$ cat src/rtl/com_tx_gen.sv
// Bag transmitter: HEAD, TYPE, [LEN, payload], check byte on com_txd, one byte per clk.
// Define COM_TX_CRC8_EN to replace the XOR check byte with CRC-8 (poly 0x07).
module com_tx_gen #(
  parameter logic [7:0] HEAD      = 8'hA5,
  parameter logic [7:0] IDLE_BYTE = 8'h00,
  parameter int         NPARAM    = 3,
  parameter int         DLEN_W    = 8
) (
  input  logic                  clk,
  input  logic                  rst,
  input  logic                  fs,
  output logic                  fd,
  input  logic [3:0]            btype,
  input  logic [4*NPARAM-1:0]   param,
  input  logic [DLEN_W-1:0]     dlen,
  input  logic [7:0]            din,
  output logic                  din_rd,
  output logic [7:0]            com_txd,
  output logic                  busy
);

  localparam logic [2:0] S_IDLE = 3'd0;
  localparam logic [2:0] S_HEAD = 3'd1;
  localparam logic [2:0] S_TYPE = 3'd2;
  localparam logic [2:0] S_LEN  = 3'd3;
  localparam logic [2:0] S_DATA = 3'd4;
  localparam logic [2:0] S_SUM  = 3'd5;
  localparam logic [2:0] S_DONE = 3'd6;

  logic [2:0]          r_state;
  logic [3:0]          r_btype;
  logic [4*NPARAM-1:0] r_param;
  logic [DLEN_W-1:0]   r_dlen;
  logic [DLEN_W-1:0]   r_dcnt;
  logic [DLEN_W-1:0]   r_rd_left;
  logic [7:0]          r_chk;
  logic [7:0]          r_txd;

  logic [3:0]          w_bdata;
  logic [7:0]          w_type_byte;
  logic [7:0]          w_len_byte;
  logic                w_is_data;

  function automatic logic [7:0] chk_step(input logic [7:0] acc, input logic [7:0] b);
    logic [7:0] c;
`ifdef COM_TX_CRC8_EN
    c = acc ^ b;
    for (int k = 0; k < 8; k++) begin
      c = c[7] ? ((c << 1) ^ 8'h07) : (c << 1);
    end
`else
    c = acc ^ b;
`endif
    return c;
  endfunction

  // Codes 0101..1010 select nibble 0..5; nibbles beyond NPARAM read as zero.
  always_comb begin
    w_bdata = 4'h0;
    for (int i = 0; i < NPARAM; i++) begin
      if (r_btype == 4'(i + 5)) w_bdata = r_param[4*i +: 4];
    end
  end

  assign w_type_byte = {r_btype, w_bdata};
  assign w_len_byte  = 8'(r_dlen);
  assign w_is_data   = (r_btype == 4'b1101) || (r_btype == 4'b1110);

  assign com_txd = r_txd;
  assign fd      = (r_state == S_DONE);
  assign busy    = (r_state != S_IDLE) && (r_state != S_DONE);
  assign din_rd  = (r_rd_left != '0);

  always_ff @(posedge clk or negedge rst) begin
    if (!rst) begin
      r_state   <= S_IDLE;
      r_btype   <= 4'h0;
      r_param   <= '0;
      r_dlen    <= '0;
      r_dcnt    <= '0;
      r_rd_left <= '0;
      r_chk     <= 8'h00;
      r_txd     <= IDLE_BYTE;
    end else begin
      if (r_rd_left != '0) r_rd_left <= r_rd_left - 1'b1;
      case (r_state)
        S_IDLE: begin
          if (fs) begin
            r_btype <= btype;
            r_param <= param;
            r_dlen  <= dlen;
            r_chk   <= 8'h00;
            if (btype == 4'b0000) begin
              r_state <= S_DONE;
            end else begin
              r_state <= S_HEAD;
              r_txd   <= HEAD;
            end
          end
        end
        S_HEAD: begin
          r_state   <= S_TYPE;
          r_txd     <= w_type_byte;
          r_chk     <= chk_step(r_chk, w_type_byte);
          // Reads start now so the first payload byte lands right after LEN.
          r_rd_left <= w_is_data ? r_dlen : '0;
        end
        S_TYPE: begin
          if (w_is_data) begin
            r_state <= S_LEN;
            r_txd   <= w_len_byte;
            r_chk   <= chk_step(r_chk, w_len_byte);
          end else begin
            r_state <= S_SUM;
            r_txd   <= r_chk;
          end
        end
        S_LEN: begin
          if (r_dlen == '0) begin
            r_state <= S_SUM;
            r_txd   <= r_chk;
          end else begin
            r_state <= S_DATA;
            r_txd   <= din;
            r_chk   <= chk_step(r_chk, din);
            r_dcnt  <= r_dlen - 1'b1;
          end
        end
        S_DATA: begin
          if (r_dcnt == '0) begin
            r_state <= S_SUM;
            r_txd   <= r_chk;
          end else begin
            r_txd  <= din;
            r_chk  <= chk_step(r_chk, din);
            r_dcnt <= r_dcnt - 1'b1;
          end
        end
        S_SUM: begin
          r_state <= S_DONE;
          r_txd   <= IDLE_BYTE;
        end
        S_DONE: begin
          if (!fs) r_state <= S_IDLE;
        end
        default: begin
          r_state <= S_IDLE;
          r_txd   <= IDLE_BYTE;
        end
      endcase
    end
  end

endmodule

$ cat config.mk
export PLATFORM = sky130hd
export DESIGN_NAME = com_tx_gen
export DESIGN_NICKNAME = d
export VERILOG_FILES = /design/src/rtl/com_tx_gen.sv
export SDC_FILE = /design/constraint.sdc
export NUM_CORES = 1
export LEC_CHECK = 0
export ABC_AREA = 1
export CAP_MARGIN = 20
export CORE_ASPECT_RATIO = 1.1
export CORE_MARGIN = 2
export CORE_UTILIZATION = 45
export DETAILED_ROUTE_END_ITERATION = 10
export GPL_ROUTABILITY_DRIVEN = 0
export PLACE_DENSITY = 0.63
export SYNTH_ARGS = -nofsm -noshare
export SYNTH_HDL_FRONTEND = slang
export SYNTH_SLANG_ARGS = --single-unit
$ cat constraint.sdc
create_clock -name clk -period 2.3 [get_ports clk]
set_input_delay 0.23 -clock clk [delete_from_list [all_inputs] [get_ports clk]]
set_output_delay 0.23 -clock clk [all_outputs]
set_load 0.01 [all_outputs]
==> summary.md <==
| Metric | Value |
|---|---|
| Top_reg_cell synth | `dfrtp_1` |
| Startpoint Class | `flop` |
| Clock Skews | `0.006711 ns` |
| Period utilization | `0.8894` |
| Crit-path max cell delay | `0.53 ns` |
| PortBufs | `45` |
| Max-cap violations | `0` |
| # H-tree levels | `3` |
| Synthesized flop and latch total | `59` |
| Total GRT Usage | `0.2359` |
| Detail Route Antenna Nets | `0` |
| Synthesized area | `0.003567 mm^2` |
| Cell variety after synth | `42` |
| CTS Buf Count | `9` |
| Vias/cell | `5.160` |
| Power Dens Cells | `1382 mW/mm^2` |
| Sequential share of the synthesized area | `0.4139` |
| Setup CP Type | `flop to output port` |
| Nets | `556` |
| Synth top area cells | `dfrtp_1, nand2_1, nor2_1` |
| Mean Syn Cell Area | `7.590 um^2` |
| Tmin final | `2.046 ns` |
| Max Slew Vio Count | `0` |
| Slowest CP cell | `clkdlybuf4s50_1` |
| # rows | `34` |
| Vias in the first global route | `3,387` |
| Storage cell area | `0.001476 mm^2` |
| First-pass GRT wire length | `15,770 um` |
| Max Clk Rate | `0.4888 GHz` |
| Worst hold slack | `0.4252 ns` |
| Fin. Hold Viols | `0` |
| Synth async-reset ratio | `1.000` |
| DR DRC count | `0` |
| Post-synth EDFFs | `0` |
| Unrepaired setup endpoints after global routing | `false` |
| Max clock buf depth | `2` |
| FILL cells | `782` |
| Clk root buf | `clkbuf_8` |
| Pin count of the biggest net entering global routing | `47` |
| Crit Path Max Fanout | `4` |
| GR Overflow Total | `0` |
| Die area | `0.008656 mm^2` |
| Worst slew pin tran | `0.4739 ns` |
| Ports | `46` |
| Routed WL | `9250 um` |
| CTS tree | `built` |
| Total vias in the final route | `3,256` |
| Layout cell share with drive strength beyond 1 | `0.1415` |
| CP endpoint kind | `output port` |
| Clock transition at the registers of the reported paths | `0.07 ns` |
| Clock latency on the worst-skew pair | `0.35 ns` |
| Headroom to the max-slew limit | `0.6841` |
| TritonCTS sink count | `59` |
| Crit path DAT | `1.82 ns` |
| Final setup fails | `0` |
| Initial Util | `0.4582` |
| Die Y | `97.38 um` |
| Diode count | `0` |
| Core area | `0.007785 mm^2` |
| Ys Warns | `0` |
| Outcome | `finished clean` |
| Post-synth top area cell | `dfrtp_1` |
| Iteration-0 DRC Markers | `154` |
| Post-synth top area share | `0.4139` |
| Worst Path Required | `2.07 ns` |
| Crit-path cells | `nor2_1 -> and2_1 -> nand3_1 -> clkdlybuf4s50_1` |
| Post-synth net total | `508` |
| Area Overhead vs Synth | `19.85%` |
| Setup TNS | `0 ns` |
| Synth Instances | `470` |
| DP HPWL | `7016 um` |
| Leakage | `2.039 nW` |
| Maximum vdd drop | `595.9 uV` |
| Initial antenna violation count | `0` |
| Die width | `88.89 um` |
| Hold Path Class | `primary input to async pin` |
| Pre-Repair DR Iteration Count | `4` |
| Multi-input logic area | `0.001821 mm^2` |
| DR WL/cell | `14.66 um` |
cells by family after synthesis:
group / count (synthesis) / share of synthesized area
fa+ha+maj: 3 / 0.01052
flops: 59 / 0.4139
compound gates: 76 / 0.1287
simple gates: 259 / 0.3353
xor+xnor: 3 / 0.007367
buf+inv: 61 / 0.07576
mux: 9 / 0.02841
power by group:
group	internal (mW)	switching [mW]	total, mW
clock network	0.417	0.445	0.861
registers	1.55	0.428	1.97
logic	1.16	1.92	3.08
total	3.12	2.79	5.91
cell usage in the layout, fill, tap and decap left out, types with 4 or more instances in the layout:
cell and instances:
nor2_2 6, nand2_1 120, dfrtp_1 59, o21ai_0 12, nand3_2 4, clkbuf_8 10, o21ai_1 6, o21ai_2 8
clkdlybuf4s50_1 44, inv_2 9, a22oi_1 5, a21oi_1 35, nand2_2 8, nand4_1 11, nand3_1 35, inv_1 38
nand3b_1 5, nor2_1 57, mux2_2 7
final timing paths:
path	from	endpoint	slack (ns)	cells past startpoint
hold / removal	rst	r_rd_left[2]	0.43	3
min in group clk	param[11]	r_param[11]	0.45	3
setup reg to reg	r_state[1]	r_dcnt[4]	0.47	8
max in group asynchronous	rst	r_chk[1]	1.53	3
hold reg to reg	com_txd[5]	com_txd[5]	0.49	2
setup / recovery	r_rd_left[2]	din_rd	0.25	4
cell type report:
class,instances,area share
Multi-Input combinational cell,350,0.4258
Sequential cell,59,0.3453
Timing Repair Buffer,49,0.1118
Inverter,49,0.04361
Clock buffer,10,0.03219
Tap cell,108,0.03161
Clock inverter,6,0.009658
metrics by stage:
| step | power (mW) | std cells | util | cell area (um^2) | worst slack [ns] |
|---|---|---|---|---|---|
| after floorplan | 4.240 | 470 | - | 3567 | 0.7240 |
| after global placement | 4.997 | 614 | 0.5249 | 4086 | 0.5266 |
| after detailed placement | 5.073 | 614 | 0.5249 | 4086 | 0.4743 |
| after CTS | 5.946 | 631 | 0.5492 | 4275 | 0.2422 |
| after global routing | 6.456 | 631 | 0.5492 | 4275 | 0.1700 |
| final | 5.910 | 631 | 0.5492 | 4275 | 0.2544 |
cells in the mapped netlist, types with 2 or more instances:
cell type,n
nand3_2,4
buf_6,2
mux2_1,2
or2_2,2
o221ai_1,2
inv_1,38
o21ai_0,12
buf_2,7
o21ai_1,6
mux2_2,7
a211oi_1,2
nand3_1,35
o21ai_2,8
nand4_1,11
nand2_2,8
nor2_1,57
dfrtp_1,59
nor2_2,6
nand2_4,3
nand2_1,120
nor2_4,3
a21oi_1,35
nand3b_1,5
ha_1,3
xnor2_1,3
nor3_1,2
inv_2,9
a22oi_1,5
metal layers:
layer	GRT usage	wire length (um)	vias up
li1	-	-	1636
met5	0	0	-
met4	0.1002	311	0
met1	0.2986	4084	1503
met3	0.05523	483	29
met2	0.3794	4370	88
repair_timing:
item	4_1_cts	5_1_grt
gates resized for setup	0	0
hold buffers	1	0
buffers inserted	0	0
hold endpoints to repair	59	0
worst max-delay path, delay by kind of cell, from the launching register on:
family	cells	cell delay, ns
buffers and inverters	1	0.53
and+or+nand+nor	3	0.53
DFF	1	0.41
state kept, by name, summed over array words and instances (netlist names):
signal	count
r_param	12
com_txd	8
r_chk	8
r_dcnt	8
r_dlen	8
r_rd_left	8
r_btype	4
r_state	3
No activity file was read; power rests on OpenSTA's default activity.
